$ cat src/rtl/processor_stage2_pkg.sv
// Shared definitions for the decode stage: opcodes, code-word field positions
// and register index width.
package processor_stage2_pkg;

  localparam int REG_IDX_SIZE = 3;

  // Code-word field bit positions (18-bit instruction word)
  localparam int OPC_MSB  = 17;
  localparam int OPC_LSB  = 14;
  localparam int DST_MSB  = 13;
  localparam int DST_LSB  = 11;
  localparam int SRC0_MSB = 10;
  localparam int SRC0_LSB = 8;
  localparam int SRC1_MSB = 7;
  localparam int SRC1_LSB = 5;
  localparam int IMM8_MSB = 7;
  localparam int IMM14_MSB = 13;

  typedef logic [REG_IDX_SIZE-1:0] reg_idx_t;

  // Opcodes 7..15 are reserved and decode exactly like OP_NOP
  typedef enum logic [3:0] {
    OP_NOP    = 4'd0,
    OP_ALU    = 4'd1,
    OP_ADDI   = 4'd2,
    OP_LOAD   = 4'd3,
    OP_STORE  = 4'd4,
    OP_CALL   = 4'd5,
    OP_RETURN = 4'd6
  } opcode_t;

  // Read-port enable bit assignments for the hazard compare
  localparam int RD_SRC0 = 0;
  localparam int RD_SRC1 = 1;
  localparam int RD_DST  = 2;

endpackage

$ cat src/rtl/processor_scoreboard.sv
// Two-entry RAW scoreboard: a shift register of recently issued register writes
// plus the combinational compare against the registers the incoming word reads.
// Build option PROCESSOR_FORWARDING_EN: only entry0 is tracked and only a LOAD
// in entry0 causes a hazard (ALU results are forwarded by execute).
module processor_scoreboard
  import processor_stage2_pkg::*;
(
  input  logic     clock,
  input  logic     reset,
  input  logic     advance,
  input  logic     push_valid,
`ifdef PROCESSOR_FORWARDING_EN
  input  logic     push_is_load,
`endif
  input  reg_idx_t push_reg,
  input  logic [2:0] rd_en,
  input  reg_idx_t rd_reg0,
  input  reg_idx_t rd_reg1,
  input  reg_idx_t rd_reg2,
  output logic     hazard
);

  logic     e0_valid;
  reg_idx_t e0_reg;

  // True when any enabled read port names register r
  function automatic logic reads_reg(input logic [2:0] en, input reg_idx_t r0,
                                     input reg_idx_t r1, input reg_idx_t r2,
                                     input reg_idx_t r);
    return (en[0] && r0 == r) || (en[1] && r1 == r) || (en[2] && r2 == r);
  endfunction

`ifdef PROCESSOR_FORWARDING_EN
  logic e0_load;

  // Entry0 shift: a new push (or an empty slot) replaces the previous entry
  always_ff @(posedge clock or negedge reset) begin
    if (!reset) begin
      e0_valid <= 1'b0;
      e0_load  <= 1'b0;
      e0_reg   <= '0;
    end else if (advance) begin
      e0_valid <= push_valid;
      e0_load  <= push_valid & push_is_load;
      e0_reg   <= push_valid ? push_reg : '0;
    end
  end

  // Load-use only: result of a LOAD is not forwardable in the next cycle
  always_comb begin
    hazard = e0_valid && e0_load && reads_reg(rd_en, rd_reg0, rd_reg1, rd_reg2, e0_reg);
  end
`else
  logic     e1_valid;
  reg_idx_t e1_reg;

  // Two-deep shift: entry0 moves to entry1, new push (or empty) enters entry0
  always_ff @(posedge clock or negedge reset) begin
    if (!reset) begin
      e0_valid <= 1'b0;
      e0_reg   <= '0;
      e1_valid <= 1'b0;
      e1_reg   <= '0;
    end else if (advance) begin
      e1_valid <= e0_valid;
      e1_reg   <= e0_reg;
      e0_valid <= push_valid;
      e0_reg   <= push_valid ? push_reg : '0;
    end
  end

  // Any pending writer in either entry blocks a reader of that register
  always_comb begin
    hazard = (e0_valid && reads_reg(rd_en, rd_reg0, rd_reg1, rd_reg2, e0_reg)) ||
             (e1_valid && reads_reg(rd_en, rd_reg0, rd_reg1, rd_reg2, e1_reg));
  end
`endif

endmodule

$ cat src/rtl/processor_stage2.sv
// Instruction decode stage. Latches the code word for the fetched ip, splits it
// into fields, and holds fetch (hazard_stall) while a RAW hazard is pending.
// Build option PROCESSOR_FORWARDING_EN selects the load-use-only scoreboard.
//
// Slot handshake: an input slot carries an instruction when no_operation_in=0.
// It is consumed on a clock edge only when flush=0, stall_in=0 and no hazard;
// otherwise hazard_stall tells fetch to present the same word again. flush kills
// the slot (consumed as a bubble); stall_in freezes every register in the stage.
module processor_stage2
  import processor_stage2_pkg::*;
#(
  parameter int ADDR_SIZE = 18,
  parameter int WORD_SIZE = 18
) (
  input  logic                 clock,
  input  logic                 reset,
  input  logic                 no_operation_in,
  input  logic [ADDR_SIZE-1:0] ip_in,
  input  logic [ADDR_SIZE-1:0] ip_plus_one_in,
  input  logic [WORD_SIZE-1:0] code_word,
  input  logic                 stall_in,
  input  logic                 flush,
  output logic                 hazard_stall,
  output logic                 no_operation_out,
  output logic [ADDR_SIZE-1:0] ip_out,
  output logic [ADDR_SIZE-1:0] ip_plus_one_out,
  output logic [3:0]           opcode_out,
  output logic [2:0]           reg_dst_out,
  output logic [2:0]           reg_src0_out,
  output logic [2:0]           reg_src1_out,
  output logic [WORD_SIZE-1:0] imm_out,
  output logic                 writes_reg_out,
  output logic                 is_call_out,
  output logic                 is_return_out,
  output logic                 is_load_out
);

  logic [3:0]           dec_opcode;
  reg_idx_t             dec_dst, dec_src0, dec_src1;
  logic [WORD_SIZE-1:0] dec_imm;
  logic                 dec_writes, dec_call, dec_ret, dec_load;
  logic [2:0]           dec_rd_en;
  logic [2:0]           sb_rd_en;
  logic                 hazard, issue, sb_advance;

  assign dec_opcode = code_word[OPC_MSB:OPC_LSB];
  assign dec_dst    = code_word[DST_MSB:DST_LSB];
  assign dec_src0   = code_word[SRC0_MSB:SRC0_LSB];
  assign dec_src1   = code_word[SRC1_MSB:SRC1_LSB];

  // Opcode decode: flags, immediate form and which register fields are read
  always_comb begin
    dec_writes = 1'b0;
    dec_call   = 1'b0;
    dec_ret    = 1'b0;
    dec_load   = 1'b0;
    dec_rd_en  = 3'b000;
    dec_imm    = '0;
    case (dec_opcode)
      OP_ALU: begin
        dec_writes         = 1'b1;
        dec_rd_en[RD_SRC0] = 1'b1;
        dec_rd_en[RD_SRC1] = 1'b1;
      end
      OP_ADDI: begin
        dec_writes         = 1'b1;
        dec_rd_en[RD_SRC0] = 1'b1;
        dec_imm = {{(WORD_SIZE-8){code_word[IMM8_MSB]}}, code_word[IMM8_MSB:0]};
      end
      OP_LOAD: begin
        dec_writes         = 1'b1;
        dec_load           = 1'b1;
        dec_rd_en[RD_SRC0] = 1'b1;
        dec_imm = {{(WORD_SIZE-8){code_word[IMM8_MSB]}}, code_word[IMM8_MSB:0]};
      end
      OP_STORE: begin
        dec_rd_en[RD_SRC0] = 1'b1;
        dec_rd_en[RD_DST]  = 1'b1;
        dec_imm = {{(WORD_SIZE-8){code_word[IMM8_MSB]}}, code_word[IMM8_MSB:0]};
      end
      OP_CALL: begin
        dec_call = 1'b1;
        dec_imm  = {{(WORD_SIZE-14){1'b0}}, code_word[IMM14_MSB:0]};
      end
      OP_RETURN: dec_ret = 1'b1;
      default: ;
    endcase
  end

  // Slot control: a bubble reads nothing; flush overrides stall and hazard
  always_comb begin
    sb_rd_en     = no_operation_in ? 3'b000 : dec_rd_en;
    hazard_stall = !flush && (stall_in || hazard);
    issue        = !flush && !stall_in && !no_operation_in && !hazard;
    sb_advance   = flush || !stall_in;
  end

  processor_scoreboard u_scoreboard (
    .clock        (clock),
    .reset        (reset),
    .advance      (sb_advance),
    .push_valid   (issue && dec_writes),
`ifdef PROCESSOR_FORWARDING_EN
    .push_is_load (dec_load),
`endif
    .push_reg     (dec_dst),
    .rd_en        (sb_rd_en),
    .rd_reg0      (dec_src0),
    .rd_reg1      (dec_src1),
    .rd_reg2      (dec_dst),
    .hazard       (hazard)
  );

  // Decoded-instruction register: load on issue, bubble on any other advance
  always_ff @(posedge clock or negedge reset) begin
    if (!reset) begin
      no_operation_out <= 1'b1;
      ip_out           <= '0;
      ip_plus_one_out  <= '0;
      opcode_out       <= '0;
      reg_dst_out      <= '0;
      reg_src0_out     <= '0;
      reg_src1_out     <= '0;
      imm_out          <= '0;
      writes_reg_out   <= 1'b0;
      is_call_out      <= 1'b0;
      is_return_out    <= 1'b0;
      is_load_out      <= 1'b0;
    end else if (sb_advance) begin
      no_operation_out <= !issue;
      ip_out           <= issue ? ip_in : '0;
      ip_plus_one_out  <= issue ? ip_plus_one_in : '0;
      opcode_out       <= issue ? dec_opcode : '0;
      reg_dst_out      <= issue ? dec_dst : '0;
      reg_src0_out     <= issue ? dec_src0 : '0;
      reg_src1_out     <= issue ? dec_src1 : '0;
      imm_out          <= issue ? dec_imm : '0;
      writes_reg_out   <= issue && dec_writes;
      is_call_out      <= issue && dec_call;
      is_return_out    <= issue && dec_ret;
      is_load_out      <= issue && dec_load;
    end
  end

endmodule

$ cat config.mk
export PLATFORM = sky130hd
export DESIGN_NAME = processor_stage2
export DESIGN_NICKNAME = d
export VERILOG_FILES = /design/src/rtl/processor_stage2_pkg.sv /design/src/rtl/processor_scoreboard.sv /design/src/rtl/processor_stage2.sv
export SDC_FILE = /design/constraint.sdc
export NUM_CORES = 1
export LEC_CHECK = 0
export CAP_MARGIN = 20
export CELL_PAD_IN_SITES_DETAIL_PLACEMENT = 1
export CELL_PAD_IN_SITES_GLOBAL_PLACEMENT = 1
export CORE_ASPECT_RATIO = 0.9
export CORE_UTILIZATION = 34
export CTS_BUF_LIST = sky130_fd_sc_hd__clkbuf_4
export DETAILED_ROUTE_END_ITERATION = 12
export GPL_ROUTABILITY_DRIVEN = 0
export PLACE_DENSITY_LB_ADDON = 0.1
export SLEW_MARGIN = 20
export SYNTH_ARGS = -nofsm -noshare
export SYNTH_HDL_FRONTEND = slang
export SYNTH_SLANG_ARGS = --single-unit
$ cat constraint.sdc
create_clock -name clock -period 2.7 [get_ports clock]
set_input_delay 0.405 -clock clock [delete_from_list [all_inputs] [get_ports clock]]
set_output_delay 0.405 -clock clock [all_outputs]
set_load 0.05 [all_outputs]
After elaboration in Yosys (flattened, before gate mapping)
Cells that the tools add are included.
{ "classes": {"reduce_logical": 31, "mux": 17, "eq_ne": 12} }
{ "op_table": {"columns": ["operator", "count"], "rows": [
  ["$mux W18", 3],
  ["$pmux W18 S2", 1],
  ["$eq A3 B3 Y1", 6],
  ["$logic_and A1 B1 Y1", 16],
  ["$mux W3", 5],
  ["$eq A4 B3 Y1 const B", 3],
  ["$eq A4 B2 Y1 const B", 2],
  ["$logic_or A1 B1 Y1", 7],
  ["$mux W1", 7],
  ["$reduce_or A3 Y1", 2],
  ["$logic_not A1 Y1", 5],
  ["$eq A4 B1 Y1 const B", 1],
  ["$mux W4", 1],
  ["$reduce_or A4 Y1", 1]
]} }
{ "totals": {"word_cells": 75, "input_bits": 59, "output_inout_bits": 73, "ff_bits": 79} }

Longest topological paths before layout
Gate-level depths: netlist of the first run.
{ "depth": {"ltp_word": 13, "ltp_mapped": 8, "depth_no_buf": 5} }

Hierarchy
Synthesis of the first run repeated with hierarchy kept, for this count alone.
{ "unflattened": {"hier_cells": 234, "hier_area_um2": 3159.3} }
{ "by_module_without_submodules": {"columns": ["module", "area_each_um2", "n_inst", "cells_per_inst", "seq_area_each_um2"], "rows": [
  ["processor_stage2", 2642.5, 1, 184, 1727.9],
  ["processor_scoreboard", 516.7, 1, 50, 200.2]
]} }

Worst setup path before layout of the first run
Ideal clock, no wire load.
{ "synth_path": {"kind": "input port to output port", "start": "input code_word[16]", "end": "output hazard_stall", "path_buffers": 3, "required_time_ns": 2.295, "path_stages": 8, "arrival_time_ns": 2.618, "path_slack_ns": -0.323, "path_cell_list": "buf_4 or4b_4 nor4_1 o21ai_1 and3_1 buf_6 buf_6 o21bai_1"} }
{ "synth_via": {"elab_chain_cells": 11, "word_cells_on_any_way": 24, "classes_between": "eq/ne: 4; mux: 4; reduce/logical: 16"} }
{ "synth_lines": {"columns": ["item", "line", "source"], "rows": [
  ["from (decl)", "processor_stage2.sv:20", "input logic [WORD_SIZE-1:0] code_word,"],
  ["$eq A4 B1 Y1 (tied with other cells)", "processor_stage2.sv:59", "case (dec_opcode)"],
  ["$reduce_or A4 Y1 (no source line)", null, null],
  ["$mux W1", "processor_stage2.sv:59", null],
  ["$mux W3 *", "processor_stage2.sv:92", "sb_rd_en = no_operation_in ? 3'b000 : dec_rd_en;"],
  ["$logic_and A1 B1 Y1", "processor_scoreboard.sv:30", "return (en[0] && r0 == r) || (en[1] && r1 == r) || (en[2] && r2 == r);"],
  ["$logic_or A1 B1 Y1 (2 in a row)", "processor_scoreboard.sv:30", null],
  ["$logic_and A1 B1 Y1 (on tied branches)", "processor_scoreboard.sv:74, processor_scoreboard.sv:75", null],
  ["$logic_or A1 B1 Y1 *", "processor_scoreboard.sv:74", "hazard = (e0_valid && reads_reg(rd_en, rd_reg0, rd_reg1, rd_reg2, e0_reg)) ||"],
  ["$logic_or A1 B1 Y1 *", "processor_stage2.sv:93", "hazard_stall = !flush && (stall_in || hazard);"],
  ["$logic_and A1 B1 Y1 *", "processor_stage2.sv:93", null],
  ["to (decl)", "processor_stage2.sv:23", "output logic hazard_stall,"]
]} }
Every way passes the cells marked *; elsewhere a longest branch is shown, timed or not.

Worst setup path in the final report of the first run
Same ends and word-level chain as after synthesis.

==> flow_summary_export.csv, run 1 <==
group,metric,value,unit
cts,clock_latency,0.42,ns
worst_setup_path,startpoint_type,"primary input",
placed_design,post-place-ws,-0.04797,ns
timing,drv_slew,0,
timing,fin_skew,0.01564,ns
detailed_routing,num_vias,2594,
layout,drive_above_1_share,12.80,%
placed_design,place_area,4661,sq um
worst_hold_path,holdCritPathClass,"primary input to asynchronous set/reset pin",
layout,fin_area,4848,sq um
synthesis,netlist_instances,237,
placed_design,port_buffers,131,
global_route,busiest_layer,"met2",
timing,holdWs,0.1216,ns
timing,hold_viol_final,0,
cts,cts_tree,"done",
global_route,grtUsageTotal,19.47,%
layout,fin_nets,431,
worst_setup_path,critPathArrivalTime,2.23,ns
layout,utilization,53.37,%
detailed_routing,antenna_left,0,
floorplan,start_util,34.93,%
worst_setup_path,crit_type,"primary input to primary output",
timing,period_minus_slack,2.630,ns
synthesis,synth.area.top_cells,"dfrtp_1 (59%), a22o_1 (16%), a32o_1 (3.8%)",
detailed_routing,drc,0,
worst_setup_path,rr_startpoint,"u_scoreboard.e0_reg[0]",
global_route,grt_max_degree,77,
floorplan,die_w,103.8,um
synthesis,netlist_area,3173,sq um
global_route,gr-usage-met2,31.39,%
timing,fmaxAchievable,380.2,MHz
worst_setup_path,crit_path_end_kind,"primary output",
worst_setup_path,r2r_end,"opcode_out[0]",
detailed_routing,wirelength,9215,um
synthesis,synth_area_per_cell,13.39,sq um
floorplan,num_io_pins,132,
detailed_routing,via_per_inst,5.219,
flow_run,max-cap-violations,0,
layout,antenna-diode-count,0,
global_route,grt_pass1_vias,2723,
global_route,antenna_found_initial,0,
timing,final.setup.worst_slack,0.06993,ns
synthesis,ys_seq_area_share,59.98,%
placed_design,hpwl,6182,um
run_status,status,"completed",
global_route,grt_pass1_wl,14680,um
power_and_ir_drop,peakVddDrop,0.2514,mV
global_route,grt_overflow_total,0,
synthesis,ys_seq_elements,76,
cts,cts-root-buf,"clkbuf_4",
synthesis,yosysWarnings,0,
cts,ctsHtreeMaxLevel,3,
worst_setup_path,regToRegSetupSlack,0.77,ns
power_and_ir_drop,p_total,0.002411,W
layout,n_fill_cell,959,
synthesis,yosysTopAreaCellShare,59.15,%
layout,top_regs,"ip_out: 18 flops, ip_plus_one_out: 18 flops, imm_out: 15 flops",
cts,clockBufferDepth,2,
detailed_routing,drt_iter0_markers,78,
floorplan,die_area,9723,sq um
global_route,use_met3,5.714,%
floorplan,core_area,9084,sq um
cts,cts_buffers,9,
timing,setup_violations,0,
detailed_routing,firstDrtPassIters,4,
floorplan,rows,33,
floorplan,die_h,93.65,um
cts,cts_sinks,76,
synthesis,syn-num-nets,296,
worst_setup_path,r2r_cells,6,
timing,period_share,97.41,%
detailed_routing,wl_per_cell,18.54,um
timing,worst_pin_slew,0.9817,ns
global_route,met1_usage,25.57,%
timing,maxSlewHeadroom,34.56,%
worst_setup_path,worstPathMaxFanout,3,
cts,path_clk_slew,0.12,ns
power_and_ir_drop,powerDensity,497.3,nW/um^2
layout,syn_to_final_growth,52.80,%
worst_setup_path,required,2.30,ns
synthesis,yosys.area.top_type,"dfrtp_1",
synthesis,synthDistinctLibCells,31,
power_and_ir_drop,leakagePower,2.145,nW
-- worst max-delay path by stage --
stage | from | cells after the start | endpoint
6_report | code_word[16] | 7 | hazard_stall
5_1_grt | code_word[16] | 7 | hazard_stall
4_1_cts | code_word[17] | 7 | hazard_stall
3_5_place_dp | code_word[15] | 7 | hazard_stall
3_3_place_gp | code_word[15] | 7 | hazard_stall
2_1_floorplan | code_word[16] | 8 | hazard_stall
-- final cells by class --
type                            instances  area (sq um)  share of cell area, %
Inverter                                1         3.754                0.07742
Clock inverter                          5         77.57                  1.600
Multi-Input combinational cell        137          1167                  24.08
Sequential cell                        76          1903                  39.25
Timing Repair Buffer                  147          1476                  30.45
Clock buffer                            9         67.56                  1.394
Tap cell                              122         152.6                  3.148
-- cells in the mapped netlist --
cell / n
a32o_1: 12
o21ai_1: 2
buf_4: 4
buf_6: 8
mux2_2: 5
a21oi_1: 2
nor2b_1: 1
nor4bb_1: 2
nor3_1: 1
nand2_1: 12
xnor2_1: 7
or4b_4: 1
dfrtp_1: 75
nand3b_1: 1
or3_1: 1
a211o_1: 1
inv_1: 1
nand4_1: 2
dfstp_2: 1
or2_2: 1
a22o_1: 58
or4b_1: 1
clkbuf_1: 10
o21bai_1: 1
and4_1: 1
nor2_1: 4
nor4_1: 5
xor2_1: 13
and3_1: 1
nor3b_1: 2
buf_1: 1
-- placed cells by master, fill, tap and decap left out, types with 3 or more instances in the layout --
| cell type | synthesis | routed |
|---|---|---|
| nor4_2 | 0 | 3 |
| dfrtp_1 | 75 | 75 |
| buf_12 | 0 | 4 |
| buf_4 | 4 | 14 |
| a22o_1 | 58 | 58 |
| xor2_1 | 13 | 13 |
| a32o_1 | 12 | 12 |
| clkbuf_4 | 0 | 9 |
| mux2_2 | 5 | 5 |
| xnor2_1 | 7 | 7 |
| clkdlybuf4s50_1 | 0 | 129 |
| nand2_1 | 12 | 12 |
| nor2_1 | 4 | 4 |
-- kinds of logic after synthesis --
| family | synth area share (%) |
|---|---|
| compound gates | 20.94 |
| buf+inv | 5.205 |
| flops | 59.98 |
| xor+xnor | 5.521 |
| mux | 1.774 |
| simple gates | 6.585 |
-- per-layer routing --
layer / vias to the layer above / share of wire (%)
met5: - / 0
li1: 1165 / -
met3: 10 / 5.4
met4: 0 / 1.1
met1: 1331 / 46
met2: 88 / 48
-- critical path, cell delays in order --
cell and delay [ns]:
clkdlybuf4s50_1 0.45, or4b_4 0.59, nor4_2 0.17, o21ai_1 0.13
and3_4 0.20, o21bai_4 0.13, buf_12 0.15
-- metrics by stage --
stage | cells | setup TNS, ns
floorplan | 237 | 0
global placement | 483 | -0.05688
detailed placement | 483 | -0.04797
CTS | 497 | 0
global route | 497 | -0.003299
finish | 497 | 0
-- timing repair --
action	4_1_cts	5_1_grt
resized for setup	3	4
gates cloned	0	0
setup buffers	0	0
setup endpoints to repair	1	1
hold buffers	0	0
pin swaps	3	1
-- where the power goes --
group          switching, W  internal [W]  leakage (nW)
logic              0.000256      0.000192          1.02
clock network      0.000405      0.000365        0.0797
registers         0.0000206       0.00117          1.04
total              0.000682       0.00173          2.14
(Power assumes the default switching activity.)
==> run 2: changes to the inputs <==
--- a/config.mk
+++ b/config.mk
@@ -9,8 +9,7 @@
 export CELL_PAD_IN_SITES_DETAIL_PLACEMENT = 1
 export CELL_PAD_IN_SITES_GLOBAL_PLACEMENT = 1
 export CORE_ASPECT_RATIO = 0.9
-export CORE_UTILIZATION = 34
-export CTS_BUF_LIST = sky130_fd_sc_hd__clkbuf_4
+export CORE_UTILIZATION = 33
 export DETAILED_ROUTE_END_ITERATION = 12
 export GPL_ROUTABILITY_DRIVEN = 0
 export PLACE_DENSITY_LB_ADDON = 0.1
==> run 2 against run 1 <==
  * Clock skew down 0.0019 ns
  * Die area up 3.0%
  * Sequential power about the same
  * Highest routed layer unchanged
==> flow_summary_export.csv, run 2 (synthesized netlist as in run 1, its figures left out) <==
group,metric,value,unit
worst_setup_path,crit_type,"primary input to primary output",
timing,period_minus_slack,2.591,ns
detailed_routing,dr_wl_met2,4116,um
floorplan,die_h,95.03,um
global_route,grt_max_degree,77,
global_route,grt_pass1_wl,14320,um
worst_setup_path,slowest_delay,0.56,ns
timing,drv_slew,0,
detailed_routing,antenna_left,0,
layout,antenna-diode-count,0,
detailed_routing,wl_per_cell,17.73,um
timing,fin_skew,0.01376,ns
layout,finalNonFillerCells,501,
worst_setup_path,crit_slowest_cell,"or4b_4",
cts,cts-root-buf,"clkbuf_8",
layout,final_common_cell,"clkdlybuf4s50_1",
timing,hold_viol_final,0,
worst_setup_path,startpoint_type,"primary input",
timing,rsz0062_at_grt,"false",
worst_setup_path,required,2.30,ns
layout,layout_common_cells,"clkdlybuf4s50_1 (125), dfrtp_1 (75), a22o_1 (58)",
timing,maxSlewHeadroom,36.14,%
worst_setup_path,regToRegSetupSlack,0.79,ns
detailed_routing,via_per_inst,5.148,
run_status,status,"completed",
floorplan,rows,33,
placed_design,post-place-ws,-0.1652,ns
worst_setup_path,r2r_cells,6,
timing,worst_pin_slew,0.9579,ns
worst_setup_path,cp-endpoint,"hazard_stall",
floorplan,num_io_pins,132,
floorplan,start_util,34.46,%
layout,top_regs,"ip_out: 18 flops, ip_plus_one_out: 18 flops, imm_out: 15 flops",
detailed_routing,met1_length,4210,um
cts,clockBufferDepth,2,
detailed_routing,routed.top_layer,"met4",
global_route,grt_overflow_total,0,
cts,cts_tree,"done",
placed_design,hpwl,6129,um
floorplan,die_area,10010,sq um
floorplan,core_area,9208,sq um
cts,postCtsHoldBufs,0,
layout,syn_to_final_growth,53.59,%
worst_setup_path,r2r_end,"ip_plus_one_out[9]",
placed_design,port_buffers,131,
detailed_routing,num_vias,2579,
global_route,grt_pass1_vias,2684,
timing,final.setup.worst_slack,0.1094,ns
global_route,grtUsageTotal,18.46,%
cts,cts_resized,9,
worst_hold_path,holdCritPathClass,"primary input to asynchronous set/reset pin",
cts,cts_buffers,9,
worst_setup_path,worstPathMaxFanout,5,
power_and_ir_drop,leakagePower,2.165,nW
global_route,antenna_found_initial,0,
floorplan,die_w,105.4,um
cts,cts_setup_buffers,0,
timing,fmaxAchievable,386.0,MHz
detailed_routing,wl_met3,477,um
layout,utilization,52.93,%
detailed_routing,drt_iter0_markers,83,
layout,fin_nets,433,
timing,period_share,95.95,%
layout,drive_above_1_share,13.46,%
worst_setup_path,rr_startpoint,"u_scoreboard.e0_reg[2]",
worst_setup_path,crit_path_end_kind,"primary output",
cts,cts_sinks,76,
detailed_routing,drc,0,
worst_setup_path,critPathArrivalTime,2.19,ns
worst_setup_path,worstSetupStartpoint,"code_word[15]",
power_and_ir_drop,peakVddDrop,0.2153,mV
cts,clock_latency,0.36,ns
placed_design,dp.cells,485,
power_and_ir_drop,powerDensity,503.3,nW/um^2
cts,ctsHtreeMaxLevel,3,
cts,path_clk_slew,0.08,ns
worst_setup_path,crit_chain,"dlygate4sd2_1, or4b_4, nor4_2, o21ai_1, and3_4, o21bai_4, buf_12",
detailed_routing,firstDrtPassIters,6,
flow_run,max-cap-violations,0,
timing,setup_violations,0,
detailed_routing,wirelength,8883,um
[run 2: cell types whose count changed in the layout (fill, tap and decap cells not counted), sizes merged, moves of 2 or more]
cell and delta:
clkinvlp +2, buf +2, bufinv -2, dlygate4sd2 +4
inv +3, clkdlybuf4s50 -4
[run 2: per-layer routing]
layer | up-vias | GRT usage (%)
li1 | 1171 | -
met1 | 1315 | 25.09
met2 | 85 | 28.73
met3 | 8 | 5.468
met4 | 0 | 5.164
met5 | - | 0
[run 2: layout make-up]
class | instances | area [sq um]
Clock buffer | 9 | 123.9
Clock inverter | 7 | 57.56
Fill cell | 987 | 4334
Inverter | 1 | 3.754
Multi-Input combinational cell | 137 | 1146
Sequential cell | 76 | 1903
Tap cell | 122 | 152.6
Timing Repair Buffer | 149 | 1486
[run 2: worst min-delay path by stage]
stage                     slack, ns                   to  cells past startpoint              from
after detailed placement       0.46     no_operation_out                      2  no_operation_out
after global routing           0.25   ip_plus_one_out[9]                      1             reset
final                          0.20  ip_plus_one_out[13]                      1             reset
after floorplan                0.11           imm_out[0]                      0             reset
after global placement         0.45     no_operation_out                      2  no_operation_out
after CTS                      0.23  ip_plus_one_out[13]                      1             reset
[run 2: power breakdown]
| part | total [W] | internal [W] | switching, W |
|---|---|---|---|
| sequential | 0.00119 | 0.00117 | 0.0000215 |
| clock | 0.000818 | 0.000348 | 0.000470 |
| combinational | 0.000442 | 0.000192 | 0.000250 |
| total | 0.00245 | 0.00171 | 0.000742 |
[run 2: stage by stage]
stage	area (sq um)	power, W	setup TNS (ns)	hold slack, ns
finish	4873	0.002453	0	0.1963
global placement	4676	0.001657	-0.06666	0.4489
global route	4873	0.002568	0	0.2497
detailed placement	4676	0.001663	-2.381	0.4628
CTS	4873	0.002503	0	0.2302
floorplan	3184	0.001431	0	0.1094
[run 2: worst max-delay path: cells and delay by family]
| family | cells | cell delay [ns] |
|---|---|---|
| buffers and inverters | 2 | 0.43 |
| and+or+nand+nor | 3 | 1.08 |
| AOI/OAI and AO/OA | 2 | 0.26 |
==> run 3: changes to the inputs <==
--- a/config.mk
+++ b/config.mk
@@ -13,6 +13,7 @@
 export DETAILED_ROUTE_END_ITERATION = 12
 export GPL_ROUTABILITY_DRIVEN = 0
 export PLACE_DENSITY_LB_ADDON = 0.1
+export REMOVE_ABC_BUFFERS = 1
 export SLEW_MARGIN = 20
 export SYNTH_ARGS = -nofsm -noshare
 export SYNTH_HDL_FRONTEND = slang
==> run 3 against run 2 <==
  * Core utilization rose by 0.29 points
  * First-iteration DRC count is 31% higher
  * Cell count grew 0.20%
  * Global-route usage rose by 0.96 points
  * Largest cell class unchanged
  * Sequential share of layout area decreased by 0.21 points
  * Non-clock buffer count rose by 1
  * Register-to-register slack got worse by 0.15 ns
  * Sequential power is essentially flat
  * Hold slack improved by 0.0077 ns
  * Sequential cell count unchanged
  * Routed wire length increased by 3.0%
  * Clock skew shrank 0.0048 ns
==> flow_summary_export.csv, run 3 (synthesized netlist as in run 1, its figures left out) <==
group,metric,value,unit
cts,cts-root-buf,"clkbuf_8",
layout,syn_to_final_growth,54.42,%
placed_design,hpwl,6142,um
timing,fmaxAchievable,380.4,MHz
floorplan,start_util,34.46,%
detailed_routing,via_per_inst,5.114,
layout,fin_nets,434,
power_and_ir_drop,powerDensity,517.5,nW/um^2
run_status,status,"completed",
placed_design,place_area,4644,sq um
timing,period_minus_slack,2.629,ns
placed_design,dp.cells,484,
global_route,grt_pass1_vias,2700,
timing,period_share,97.36,%
cts,cts_sinks,76,
cts,path_clk_slew,0.08,ns
worst_setup_path,worstSetupStartpoint,"code_word[15]",
worst_hold_path,holdCritPathClass,"primary input to asynchronous set/reset pin",
worst_setup_path,startpoint_type,"primary input",
detailed_routing,drt_iter0_markers,109,
cts,cts_buffers,9,
worst_setup_path,crit_path_end_kind,"primary output",
cts,cts_tree,"done",
flow_run,max-cap-violations,0,
timing,drv_slew,0,
floorplan,core_area,9208,sq um
power_and_ir_drop,leakagePower,2.196,nW
power_and_ir_drop,p_total,0.002535,W
floorplan,die_w,105.4,um
layout,n_fill_cell,965,
cts,ctsHtreeMaxLevel,3,
layout,drive_above_1_share,13.42,%
timing,maxSlewHeadroom,35.87,%
detailed_routing,drc,0,
detailed_routing,wirelength,9149,um
detailed_routing,num_vias,2567,
layout,final_common_cell,"clkdlybuf4s50_1",
floorplan,num_io_pins,132,
layout,antenna-diode-count,0,
worst_setup_path,crit_type,"primary input to primary output",
global_route,grt_max_degree,77,
timing,rsz0062_at_grt,"false",
worst_setup_path,required,2.30,ns
layout,fin_area,4900,sq um
layout,finalNonFillerCells,502,
global_route,antenna_found_initial,0,
floorplan,rows,33,
timing,fin_skew,0.008999,ns
detailed_routing,firstDrtPassIters,4,
placed_design,port_buffers,131,
cts,clockBufferDepth,2,
timing,worst_pin_slew,0.9620,ns
cts,postCtsHoldBufs,0,
worst_setup_path,rr_startpoint,"u_scoreboard.e1_reg[1]",
timing,hold_viol_final,0,
layout,layout_common_cells,"clkdlybuf4s50_1 (125), dfrtp_1 (75), a22o_1 (58)",
detailed_routing,antenna_left,0,
power_and_ir_drop,peakVddDrop,0.2250,mV
worst_setup_path,worstPathMaxFanout,4,
global_route,grt_pass1_wl,14850,um
worst_setup_path,critPathArrivalTime,2.22,ns
detailed_routing,wl_per_cell,18.23,um
global_route,grtUsageTotal,19.42,%
floorplan,die_h,95.03,um
cts,clock_latency,0.35,ns
timing,setup_violations,0,
timing,tns,0,ns
global_route,grt_overflow_total,0,
layout,top_regs,"ip_out: 18 flops, ip_plus_one_out: 18 flops, imm_out: 15 flops",
floorplan,die_area,10010,sq um
run 3: cell types whose count changed in the layout (fill, tap and decap cells not counted), sizes merged:
cell	previous run	this run
dlygate4sd2	4	2
clkbuf	9	11
clkinv	1	3
buf	20	21
clkinvlp	2	0
dlymetal6s2s	0	2
inv	5	2
bufinv	0	1
run 3: power by group:
| group | internal [W] | total, W | switching [W] |
|---|---|---|---|
| clock network | 0.000458 | 0.000901 | 0.000443 |
| logic | 0.000189 | 0.000442 | 0.000253 |
| registers | 0.00117 | 0.00119 | 0.0000208 |
| total | 0.00182 | 0.00254 | 0.000717 |
run 3: layer usage:
metal,global-route usage (%),part of all wire [%]
met3,6.152,5.3
met2,30.37,46
met4,5.282,0.91
met5,0,0
met1,26.09,47
run 3: through the flow:
step / utilization [%] / hold WS [ns] / setup WS [ns]
floorplan: - / 0.1094 / -1.338
global placement: 50.44 / 0.4484 / -0.1686
detailed placement: 50.44 / 0.4611 / -0.2776
CTS: 52.90 / 0.2269 / 0.006676
global route: 53.21 / 0.2698 / 0.03052
finish: 53.21 / 0.2041 / 0.07132
run 3: worst paths after layout:
check / endpoint / slack (ns) / cells past startpoint
worst min register to register: no_operation_out / 0.47 / 2
worst max-delay path: hazard_stall / 0.07 / 7
max in group asynchronous: opcode_out[3] / 1.88 / 1
worst max register to register: ip_out[6] / 0.64 / 7
min in group clock: no_operation_out / 0.47 / 2
worst min-delay path: ip_out[15] / 0.20 / 1
run 3: cell type report:
type                            count  area, sq um  area share (%)
Inverter                            1        3.754         0.07661
Timing Repair Buffer              150         1489           30.39
Multi-Input combinational cell    137         1149           23.44
Clock buffer                       11        141.4           2.886
Clock inverter                      5        61.31           1.251
Tap cell                          122        152.6           3.115
Sequential cell                    76         1903           38.84
run 3: critical path, cell delays in order:
cell and delay, ns:
dlygate4sd2_1 0.27, or4b_4 0.59, nor4_4 0.26, o21ai_1 0.13, and3_1 0.18, o21bai_2 0.21
buf_12 0.17
run 3: timing repair:
item	4_1_cts	5_1_grt
cloned	0	0
setup endpoints to repair	1	1
pin swaps	3	5
gates resized for setup	7	3
buffers inserted	0	2
